==> src/rtl/sext_arbiter.sv <==
// Two-requester arbiter in front of a shared sign-extender: grants one operation
// at a time, waits EXT_WAIT settle cycles, then holds the captured result until accepted.
module sext_arbiter #(
  parameter int FAIR     = 1,
  parameter int EXT_WAIT = 0
) (
  input  logic        clk,
  input  logic        rst_n,
  input  logic        req0,
  input  logic        req1,
  input  logic [15:0] in0,
  input  logic [15:0] in1,
  input  logic [3:0]  msb0,
  input  logic [3:0]  msb1,
  input  logic        shf0,
  input  logic        shf1,
  output logic        ack0,
  output logic        ack1,
  output logic [15:0] ext_in,
  output logic [3:0]  ext_msb,
  output logic        ext_shift,
  input  logic [15:0] ext_out,
  output logic        rsp_valid,
  output logic        rsp_id,
  output logic [15:0] rsp_data,
  input  logic        rsp_ready
);

  typedef enum logic [1:0] {
    IDLE = 2'd0,
    WAIT = 2'd1,
    RESP = 2'd2
  } state_t;

  localparam logic [3:0] WAIT_INIT = 4'(EXT_WAIT);

  state_t      state_q, state_d;
  logic        grant;
  logic        winner;
  logic        last_gnt_q;
  logic [3:0]  wait_cnt_q;
  logic [15:0] op_in_q;
  logic [3:0]  op_msb_q;
  logic        op_shf_q;
  logic        ack0_q, ack1_q;
  logic [15:0] rsp_data_q;
  logic        rsp_id_q;

  // Requests are only looked at in IDLE; a contested round-robin grant goes
  // to whoever did not win last time.
  assign grant  = (state_q == IDLE) && (req0 || req1);
  assign winner = (req0 && req1) ? ((FAIR != 0) ? ~last_gnt_q : 1'b0) : req1;

  always_comb begin
    // NOTE: every variable assigned in always_comb gets a default first so no latch is inferred.
    state_d = state_q;
    case (state_q)
      IDLE:    if (grant) state_d = WAIT;
      WAIT:    if (wait_cnt_q == 4'd0) state_d = RESP;
      RESP:    if (rsp_ready) state_d = IDLE;
      default: state_d = IDLE;
    endcase
  end

  always_ff @(posedge clk or negedge rst_n) begin
    if (!rst_n) state_q <= IDLE;
    else        state_q <= state_d;
  end

  // NOTE: sequential state uses non-blocking assignments so every register samples pre-edge values.
  always_ff @(posedge clk or negedge rst_n) begin
    if (!rst_n) begin
      ack0_q     <= 1'b0;
      ack1_q     <= 1'b0;
      op_in_q    <= 16'h0000;
      op_msb_q   <= 4'd0;
      op_shf_q   <= 1'b0;
      last_gnt_q <= 1'b1;
      wait_cnt_q <= 4'd0;
      rsp_data_q <= 16'h0000;
      rsp_id_q   <= 1'b0;
    end else begin
      ack0_q <= grant && !winner;
      ack1_q <= grant && winner;
      if (grant) begin
        op_in_q    <= winner ? in1  : in0;
        op_msb_q   <= winner ? msb1 : msb0;
        op_shf_q   <= winner ? shf1 : shf0;
        last_gnt_q <= winner;
        wait_cnt_q <= WAIT_INIT;
      end
      if (state_q == WAIT) begin
        if (wait_cnt_q != 4'd0) begin
          wait_cnt_q <= wait_cnt_q - 4'd1;
        end else begin
          rsp_data_q <= ext_out;
          rsp_id_q   <= last_gnt_q;
        end
      end
    end
  end

  assign ack0      = ack0_q;
  assign ack1      = ack1_q;
  assign ext_in    = op_in_q;
  assign ext_msb   = op_msb_q;
  assign ext_shift = op_shf_q;
  assign rsp_valid = (state_q == RESP);
  assign rsp_id    = rsp_id_q;
  assign rsp_data  = rsp_data_q;

endmodule

==> config.mk <==
export PLATFORM = sky130hd
export DESIGN_NAME = sext_arbiter
export DESIGN_NICKNAME = d
export VERILOG_FILES = /design/src/rtl/sext_arbiter.sv
export SDC_FILE = /design/constraint.sdc
export NUM_CORES = 1
export LEC_CHECK = 0
export ABC_AREA = 1
export BUFFER_PORTS_ARGS = -buffer_cell sky130_fd_sc_hd__buf_2
export CAP_MARGIN = 20
export CORE_MARGIN = 1
export CORE_UTILIZATION = 46
export DETAILED_ROUTE_END_ITERATION = 16
export PLACE_DENSITY_LB_ADDON = 0.05
export SYNTH_ARGS = -nofsm -noshare
export SYNTH_HDL_FRONTEND = slang
export SYNTH_SLANG_ARGS = --single-unit
==> constraint.sdc <==
create_clock -name clk -period 1.5 [get_ports clk]
set_input_delay 0.225 -clock clk [delete_from_list [all_inputs] [get_ports clk]]
set_output_delay 0.225 -clock clk [all_outputs]
set_load 0.01 [all_outputs]
**Word-level counts from Yosys, hierarchy flattened**

Cells that the tools add are included.

- Flip-flop bits (word level): 47
- Input port bits: 63
- Output and inout bits: 41
- Word-level logic and storage cells: 40

- $add $sub $neg: 1
- Equality and inequality tests: 5
- Multiplexer cells: 11
- Bitwise gates (word level): 2
- Reductions and logical operators: 11

Operators with widths:

| kind | count |
|---|---|
| two-way mux 16 bit | 1 |
| two-way mux 4 bit | 4 |
| two-way mux 2 bit | 3 |
| case mux 2 bit (3 select lines) | 1 |
| logical AND 1 bit | 4 |
| zero test 4 bit | 1 |
| inequality test 2 bit, second input constant | 2 |
| nonzero test 4 bit | 1 |
| subtractor 4 x 1 -> 4 bit, second input constant | 1 |
| AND reduction 3 bit | 1 |
| == test 2 x 1 -> 1 bit, second input constant | 1 |
| == test 2 bit, second input constant | 1 |
| zero test 2 bit | 1 |
| two-way mux 1 bit | 2 |
| inequality test 2 x 1 -> 1 bit, second input constant | 1 |
| NOT 1 bit | 2 |
| AND reduction 2 bit | 1 |
| zero test 1 bit | 1 |
| logical OR 1 bit | 1 |

**Depth between registers and ports, before layout**

Gate-level depths: netlist (run 1).

- Depth in word-level cells: 5
- Mapped depth: 7
- Depth with buffers taken out: 7

**Worst setup path after synthesis (run 1)**

OpenSTA, ideal clock, no wires.

- Path type: register to register
- From: reg wait_cnt_q[0]
- To: reg rsp_data_q[0] (netlist: rsp_data[0])
- Setup time: 0.065 ns
- Data arrival time: 1.177 ns
- Required time: 1.435 ns
- Slack: 0.258 ns
- Cell stages (with the launch flop): 8
- Buffers on the path: 1
- Period minus slack after synthesis: 1.242 ns
- Cell sequence: dfrtp_1 -> inv_1 -> ha_1 -> nand2_4 -> nor2_8 -> buf_6 -> nand2_1 -> nand2_1

- Longest elaborated chain between the ends: 3

Ends and longest elaborated chain:

| what | RTL line | text |
|---|---|---|
| start: declaration | 41 | `logic [3:0] wait_cnt_q;` |
| start signal: assignment | 94 | `wait_cnt_q <= wait_cnt_q - 4'd1;` |
| nonzero test 4 bit | 93 | `if (wait_cnt_q != 4'd0) begin` |
| NOT 1 bit (no source line) | n/a |  |
| AND reduction 2 bit (no source line) | n/a |  |
| end signal: assignment | 96 | `rsp_data_q <= ext_out;` |
| end: declaration | 46 | `logic [15:0] rsp_data_q;` |

No other way between the ends.
A chain may end at the register's enable or synchronous reset.

**Worst setup path in the final report (run 1)**

- From: reg wait_cnt_q[0]
- To: reg wait_cnt_q[3]

- Longest elaborated chain between the ends: 3
- Elaborated cells between the ends (all ways): 4
- Classes of those cells: add/sub (1); mux (2); reduce/logical (1)

Ends and longest elaborated chain:

| what | RTL line | text |
|---|---|---|
| subtractor 4 x 1 -> 4 bit or nonzero test 4 bit (tied branches) | 94, 93 |  |
| two-way mux 4 bit (*) | 93 |  |
| two-way mux 4 bit (*) | 92 | `if (state_q == WAIT) begin` |

Mark *: on every way between the ends. The rest lies on a longest branch, timed or not.

==> key figures, run 1 <==
Setup path
  • Data arrival, critical path: 1.51 ns
  • Crit-path slowest cell: dfrtp_1
  • Critical path, cell by cell: inv_1, ha_2, nand2_4, nand2_1, inv_1, nand2_1, nand2_1
  • Crit-path most repeated cell: nand2_1
  • CP max FO: 5
  • WS Path Type: reg -> reg
  • Max incr delay on CP: 0.39 ns
  • Worst path required time: 1.69 ns
  • Startpoint Class: flop
  • Critical Path Sink Type: flop

Yosys
  • Top-count cell post-synth: nand2_1
  • Number of enable flip-flop cells after synthesis: 0
  • Async S/R FF share, synth: 1.000
  • Syn Nets: 346
  • Yosys reg bits: 47
  • Post-Syn Instances: 282
  • Mean post-synth cell area: 7.822 um2
  • Post-Syn Area: 2206 um2
  • Register area share after synthesis: 0.5337
  • Yosys top cell by area: dfrtp_1
  • Area contributors post-synth: dfrtp_1 (52%), nand2_1 (29%), nand3_1 (5.9%), buf_6 (2.0%), buf_2 (1.6%)
  • Synth top area share: 0.5218
  • Most used DFF post-synth: dfrtp_1
  • Most frequent cells after synthesis: nand2_1 (172), dfrtp_1 (46), nand3_1 (26), inv_1 (8), buf_2 (7)
  • Synth warn: 0
  • Count of cell types in the netlist: 20

Min path
  • Min-delay worst type: in -> reg

Layout
  • Post-Layout Cell Count: 443
  • Area Overhead vs Synth: 30.97%
  • Layout Nets: 454
  • # diodes: 0
  • Layout cells sized above 1: 0.3299

Floorplan
  • Initial Util: 0.4930
  • Die width: 71.25 um
  • Std-Cell Rows: 24
  • IO Count: 104
  • Core ar.: 4474 um2
  • Die Span Y: 71.25 um
  • Die area: 5077 um2

Global route
  • Global-route wire length before repair: 8728 um
  • Initial antenna violation count: 0
  • GR Overflow Total: 0
  • Largest net degree at the start of global routing: 23
  • Vias in the first global route: 2076
  • GRT Overall Usage: 0.2179

Power and ir drop
  • VDD IR max: 0.0008495 V
  • P_leak: 1.779 nW
  • Power per cell area: 1915 nW/um2

Timing
  • Slew Viols, Final: 0
  • Hold Vio Cnt, Final: 0
  • Fin crit period: 1.318 ns
  • Relative max-transition margin: 0.7263
  • Smallest hold slack: 0.1106 ns
  • RSZ-0062 raised after global routing: false
  • Setup TNS: 0 ns
  • Worst Tran Pin Value: 0.4105 ns
  • Post-route clock period utilization: 0.8790
  • Max Clock Freq: 758.5 MHz
  • Final setup viols: 0
  • Clk_skew: 0.005511 ns

Routing
  • DRT antenna net count: 0
  • TritonRoute pass-1 iters: 10
  • Routed via count: 2102
  • DRC violations left: 6
  • Wire per inst: 11.22 um
  • Vias/cell: 4.745
  • Initial drt markers: 46
  • Post-Route WL: 4971 um

Clock tree
  • Clock sinks: 47
  • Inserted Clock Buffers: 5
  • Clock tree buffer depth: 2
  • Clock Latency Late Sink: 0.30 ns
  • Worst-path clk slew: 0.08 ns
  • Root buffer cell: clkbuf_8
  • Setup Fix Bufs, Post-CTS: 0
  • TritonCTS clock tree: yes
  • Htree depth: 2

Placement
  • Number of I/O port buffers: 103
  • Placed insts: 434
  • Detailed placement HPWL: 3644 um
  • Gpl congestion: 0.8067

Status
  • Outcome: finished with violations
  • Failing checks: design-rule violations

Job
  • Max-cap violations: 0
timing repair:
action | 4_1_cts | 5_1_grt
hold endpoints to repair | 14 | 0
hold buffers | 1 | 0
gates resized for setup | 0 | 1
setup endpoints to repair | 0 | 2
layout by cell type, fill, tap and decap left out:
cell,n
dfrtp_1,46
dlygate4sd3_1,1
clkbuf_1,2
inv_1,8
buf_2,103
o31ai_1,1
clkinv_2,1
nor2_1,4
nor2_4,1
dfstp_2,1
nand2_4,1
nand2_1,172
buf_12,2
nand3_1,26
nand2_2,1
o21ai_0,1
buf_4,8
o21ai_2,1
nor2_8,1
inv_2,2
ha_2,1
xnor2_1,1
nand3_4,1
clkbuf_8,5
power breakdown:
group	total [mW]	leakage [nW]	internal (mW)	switching [mW]
registers	2.20	0.585	1.87	0.325
clock network	0.739	0.0422	0.328	0.411
logic	2.60	1.15	1.03	1.57
metrics by stage:
stage	power, mW	setup slack (ns)	util	instance area, um2
floorplan	3.927	0.2580	-	2206
global placement	4.765	0.1934	0.6247	2795
detailed placement	4.844	0.1203	0.6247	2795
CTS	5.597	0.09704	0.6451	2887
global route	6.041	0.06330	0.6457	2889
finish	5.532	0.1815	0.6457	2889
state kept, by name, indices dropped and copies added (netlist names):
name        cells
last_gnt_q      1
ack0            1
ack1            1
wait_cnt_q      4
ext_msb         4
rsp_data       16
state_q         2
ext_in         16
rsp_id          1
ext_shift       1
final cells by class:
type | instances | area [um2]
Clock buffer | 7 | 76.32
Clock inverter | 1 | 5.005
Fill cell | 408 | 1585
Inverter | 10 | 37.54
Multi-Input combinational cell | 212 | 902.1
Sequential cell | 47 | 1177
Tap cell | 52 | 65.06
Timing Repair Buffer | 114 | 625.6
layer usage:
| metal | track usage | share of wire | vias to the layer above |
|---|---|---|---|
| met4 | 0.07333 | 0.016 | 0 |
| met3 | 0.05345 | 0.055 | 7 |
| met2 | 0.3926 | 0.48 | 75 |
| met5 | 0 | 0 | - |
| met1 | 0.2537 | 0.45 | 943 |
| li1 | - | - | 1077 |
critical path: cells and delay by family, from the launching register on:
kind          cells  cell delay [ns]
fa+ha+maj         1             0.27
buf+inv           2             0.21
flops             1             0.39
simple gates      4             0.35
kinds of logic (layout without fill, tap and decap cells):
| kind of cell | Yosys count | in the layout | share of synthesized area |
|---|---|---|---|
| adder cells (fa/ha/maj) | 1 | 1 | 0.005671 |
| XOR/XNOR | 1 | 1 | 0.003971 |
| AND/OR/NAND/NOR | 207 | 207 | 0.3885 |
| flip-flops | 47 | 47 | 0.5337 |
| AO/OA/AOI/OAI | 3 | 3 | 0.007938 |
| buffers and inverters | 23 | 132 | 0.06012 |
path summary, 6_finish.rpt:
check	slack (ns)	startpoint	end	cells past startpoint
setup / recovery	0.18	wait_cnt_q[0]	wait_cnt_q[3]	7
min in group asynchronous	0.40	rst_n	rsp_data[4]	2
setup reg to reg	0.18	wait_cnt_q[0]	wait_cnt_q[3]	7
hold / removal	0.11	rsp_ready	state_q[1]	2
max in group asynchronous	0.59	rst_n	wait_cnt_q[1]	3
hold reg to reg	0.47	rsp_data[6]	rsp_data[6]	2
Power figures use the tool's default switching activity.
==> inputs of run 2 (changes only) <==
Settings changed: CORE_ASPECT_RATIO set to 0.9.
==> key figures, run 2 (synthesis gave the netlist of run 1 again) <==
Clock tree
  • Root buffer cell: clkbuf_8
  • Clock Latency Late Sink: 0.30 ns
  • Htree depth: 2
  • Clock tree buffer depth: 2
  • Clock sinks: 47
  • Inserted Clock Buffers: 5
  • Worst-path clk slew: 0.08 ns
  • TritonCTS clock tree: yes

Routing
  • DRC violations left: 0
  • DRT antenna net count: 0
  • Vias/cell: 4.543
  • Post-Route WL: 4870 um
  • Routed via count: 2058
  • Wire per inst: 10.75 um
  • TritonRoute pass-1 iters: 4
  • Initial drt markers: 136

Power and ir drop
  • P_leak: 1.779 nW
  • Power per cell area: 1921 nW/um2
  • VDD IR max: 0.0007480 V
  • Power consumption: 5.583 mW

Layout
  • Area Overhead vs Synth: 31.76%
  • Post-Layout Cell Count: 453
  • Most frequent cells in the layout: nand2_1 (172), buf_2 (103), dfrtp_1 (46)
  • Layout Nets: 454
  • # diodes: 0
  • Layout cells sized above 1: 0.3350
  • Final core utilization: 0.6433
  • Commonest non-fill, non-tap cell in the layout: nand2_1

Setup path
  • Critical path, cell by cell: inv_1, ha_2, nand2_4, nand2_1, inv_1, nand2_1, nand2_1
  • Worst path required time: 1.70 ns
  • Worst Path Buf+Inv: 2
  • R2R Path Start: wait_cnt_q[0]
  • Startpoint Class: flop
  • Crit-path slowest cell: dfrtp_1
  • Data arrival, critical path: 1.54 ns
  • WS Path Type: reg -> reg
  • Crit-path most repeated cell: nand2_1
  • CP max FO: 5
  • Critical Path Sink Type: flop
  • Max incr delay on CP: 0.39 ns
  • Largest delay share family, worst path: flip-flops
  • Worst setup path startpoint: wait_cnt_q[0]

Timing
  • RSZ-0062 raised after global routing: false
  • Hold Vio Cnt, Final: 0
  • Post-route clock period utilization: 0.8924
  • Setup TNS: 0 ns
  • Max Clock Freq: 747.0 MHz
  • Slew Viols, Final: 0
  • Final setup viols: 0
  • Relative max-transition margin: 0.8221
  • Fin crit period: 1.339 ns
  • Smallest hold slack: 0.09529 ns
  • Worst Tran Pin Value: 0.2668 ns
  • Clk_skew: 0.006275 ns

Global route
  • Global-route wire length before repair: 8052 um
  • Largest net degree at the start of global routing: 28
  • GRT Overall Usage: 0.2114
  • Initial antenna violation count: 0
  • GR Overflow Total: 0
  • Vias in the first global route: 1891

Floorplan
  • Die area: 5077 um2
  • Die width: 75.00 um
  • Core ar.: 4518 um2
  • Initial Util: 0.4882
  • IO Count: 104
  • Die Span Y: 67.70 um
  • Std-Cell Rows: 23

Job
  • Max-cap violations: 0

Status
  • Outcome: complete, no violations

Min path
  • Min-delay worst type: in -> reg
  • Hold path startpoint: rsp_ready

Placement
  • Gpl congestion: 0.7796
  • Placed insts: 444
  • Number of I/O port buffers: 103
  • Detailed placement HPWL: 3521 um
[run 2: power breakdown]
group	total (mW)	internal, mW	switching [mW]
clock network	0.797	0.376	0.421
registers	2.19	1.87	0.316
logic	2.60	1.02	1.58
total	5.58	3.26	2.32
[run 2: layout make-up]
cell class	count	area, um2
timing repair buffer	114	613.1
tap	62	77.57
clock inverter	2	16.27
inverter	10	37.54
fill	405	1612
multi-input combinational	212	902.1
clock buffer	6	82.58
sequential	47	1177
[run 2: final timing paths]
check / cells after the start / to / slack, ns
setup / recovery: 7 / wait_cnt_q[3] / 0.16
hold / removal: 2 / state_q[1] / 0.1
setup reg to reg: 7 / wait_cnt_q[3] / 0.16
hold reg to reg: 2 / rsp_data[6] / 0.47
max in group asynchronous: 3 / last_gnt_q / 0.66
min in group asynchronous: 2 / ext_in[11] / 0.32
[run 2: what timing repair did]
action | CTS | global route
hold buffers | 1 | 0
hold endpoints to repair | 8 | 0
resized for setup | 0 | 1
setup endpoints to repair | 0 | 1
setup buffers | 0 | 0
[run 2: layer usage]
metal	up-vias	track usage	share of wire
met5	-	0	0
met2	79	0.3412	0.44
li1	1078	-	-
met4	0	0.07075	0.013
met3	7	0.04925	0.070
met1	894	0.2800	0.47
[run 2: through the flow]
| step | setup slack [ns] | instance area (um2) |
|---|---|---|
| finish | 0.1613 | 2907 |
| global route | 0.04621 | 2907 |
| CTS | 0.1104 | 2904 |
| detailed placement | 0.1243 | 2795 |
| global placement | 0.1928 | 2795 |
| floorplan | 0.2580 | 2206 |
==> inputs of run 3 (changes only) <==
Settings changed: MAX_ROUTING_LAYER set to met4.
==> key figures, run 3 (synthesis gave the netlist of run 1 again) <==
Clock tree
  • Worst-path clk slew: 0.08 ns
  • Root buffer cell: clkbuf_8
  • TritonCTS clock tree: yes
  • Clock sinks: 47
  • Clock tree buffer depth: 2
  • Htree depth: 2
  • Inserted Clock Buffers: 5
  • Setup Fix Bufs, Post-CTS: 0
  • Clock Latency Late Sink: 0.30 ns

Setup path
  • Startpoint Class: flop
  • Critical Path Sink Type: flop
  • WS Path Type: reg -> reg
  • CP max FO: 5
  • Worst path required time: 1.70 ns
  • Data arrival, critical path: 1.54 ns

Routing
  • Post-Route WL: 4830 um
  • Routed via count: 2063
  • Vias/cell: 4.554
  • Wire per inst: 10.66 um
  • TritonRoute pass-1 iters: 4
  • DRC violations left: 0
  • Initial drt markers: 140
  • DRT antenna net count: 0

Timing
  • Hold Vio Cnt, Final: 0
  • Setup TNS: 0 ns
  • Max Clock Freq: 745.3 MHz
  • Clk_skew: 0.005982 ns
  • Slew Viols, Final: 0
  • Relative max-transition margin: 0.8221
  • Post-route clock period utilization: 0.8945
  • Final setup viols: 0
  • RSZ-0062 raised after global routing: false
  • Worst Tran Pin Value: 0.2668 ns
  • Fin crit period: 1.342 ns
  • Smallest hold slack: 0.09434 ns

Layout
  • Design area: 2907 um2
  • Layout cells sized above 1: 0.3350
  • Fillers: 405
  • Area Overhead vs Synth: 31.76%
  • Most frequent cells in the layout: nand2_1 (172), buf_2 (103), dfrtp_1 (46)
  • Commonest non-fill, non-tap cell in the layout: nand2_1
  • Final core utilization: 0.6433
  • # diodes: 0
  • Layout Nets: 454

Min path
  • Min-delay worst type: in -> reg

Floorplan
  • Die Span Y: 67.70 um
  • Core ar.: 4518 um2
  • Die area: 5077 um2
  • Initial Util: 0.4882
  • IO Count: 104
  • Die width: 75.00 um
  • Std-Cell Rows: 23

Power and ir drop
  • Power per cell area: 1921 nW/um2
  • P_leak: 1.779 nW
  • VDD IR max: 0.0007474 V

Global route
  • GRT Overall Usage: 0.2180
  • Initial antenna violation count: 0
  • Global-route wire length before repair: 8073 um
  • GR Overflow Total: 0
  • Largest net degree at the start of global routing: 28
  • Vias in the first global route: 1888

Placement
  • Number of I/O port buffers: 103
  • Gpl congestion: 0.7903
  • Placed inst area: 2795 um2
  • Detailed placement HPWL: 3521 um

Status
  • Outcome: complete, no violations

Job
  • Max-cap violations: 0
[run 3: cell counts in the layout (fill, tap and decap cells not counted)]
Identical to the previous run, type by type.
[run 3: path summary, 6_finish.rpt]
| kind | from | end | slack [ns] | cells past startpoint |
|---|---|---|---|---|
| min | rsp_ready | state_q[1] | 0.09 | 2 |
| max reg2reg | wait_cnt_q[0] | wait_cnt_q[3] | 0.16 | 7 |
| max in group asynchronous | rst_n | last_gnt_q | 0.66 | 3 |
| max | wait_cnt_q[0] | wait_cnt_q[3] | 0.16 | 7 |
| min in group asynchronous | rst_n | ext_in[11] | 0.32 | 2 |
| min reg2reg | rsp_data[6] | rsp_data[6] | 0.47 | 2 |
[run 3: final cells by class]
cell class	instances	area, um2	share of cell area
clock buffers	6	82.58	0.02841
clock inverters	2	16.27	0.005596
inverters	10	37.54	0.01291
multi-input cells	212	902.1	0.3104
flip-flops and latches	47	1177	0.4051
well taps	62	77.57	0.02669
repair buffers	114	613.1	0.2109
[run 3: metrics by stage]
stage               setup WS, ns  instances  total power [mW]
detailed placement        0.1243        444             4.814
finish                    0.1582        453             5.583
global route             0.04621        453             6.134
floorplan                 0.2580        282             3.927
CTS                       0.1104        453             5.627
global placement          0.1928        444             4.765
[run 3: power by group]
part / switching, mW / leakage [nW] / internal [mW]
logic: 1.59 / 1.15 / 1.02
registers: 0.316 / 0.585 / 1.87
clock network: 0.419 / 0.0474 / 0.376
[run 3: routing by layer]
layer	share of wire	GRT usage
met5	0	-
met4	0.013	0.07075
met3	0.060	0.04328
met2	0.45	0.3412
met1	0.48	0.2848
[run 3: critical path, cell delays in order (launching register included)]
cell,delay [ns]
dfrtp_1,0.39
inv_1,0.12
ha_2,0.27
nand2_4,0.09
nand2_1,0.15
inv_1,0.09
nand2_1,0.07
nand2_1,0.05
[run 3: what timing repair did]
action	in CTS	in global routing
hold buffers	1	0
endpoints found under the hold margin	8	0
resized for setup	0	1
endpoints found under the setup margin	0	1
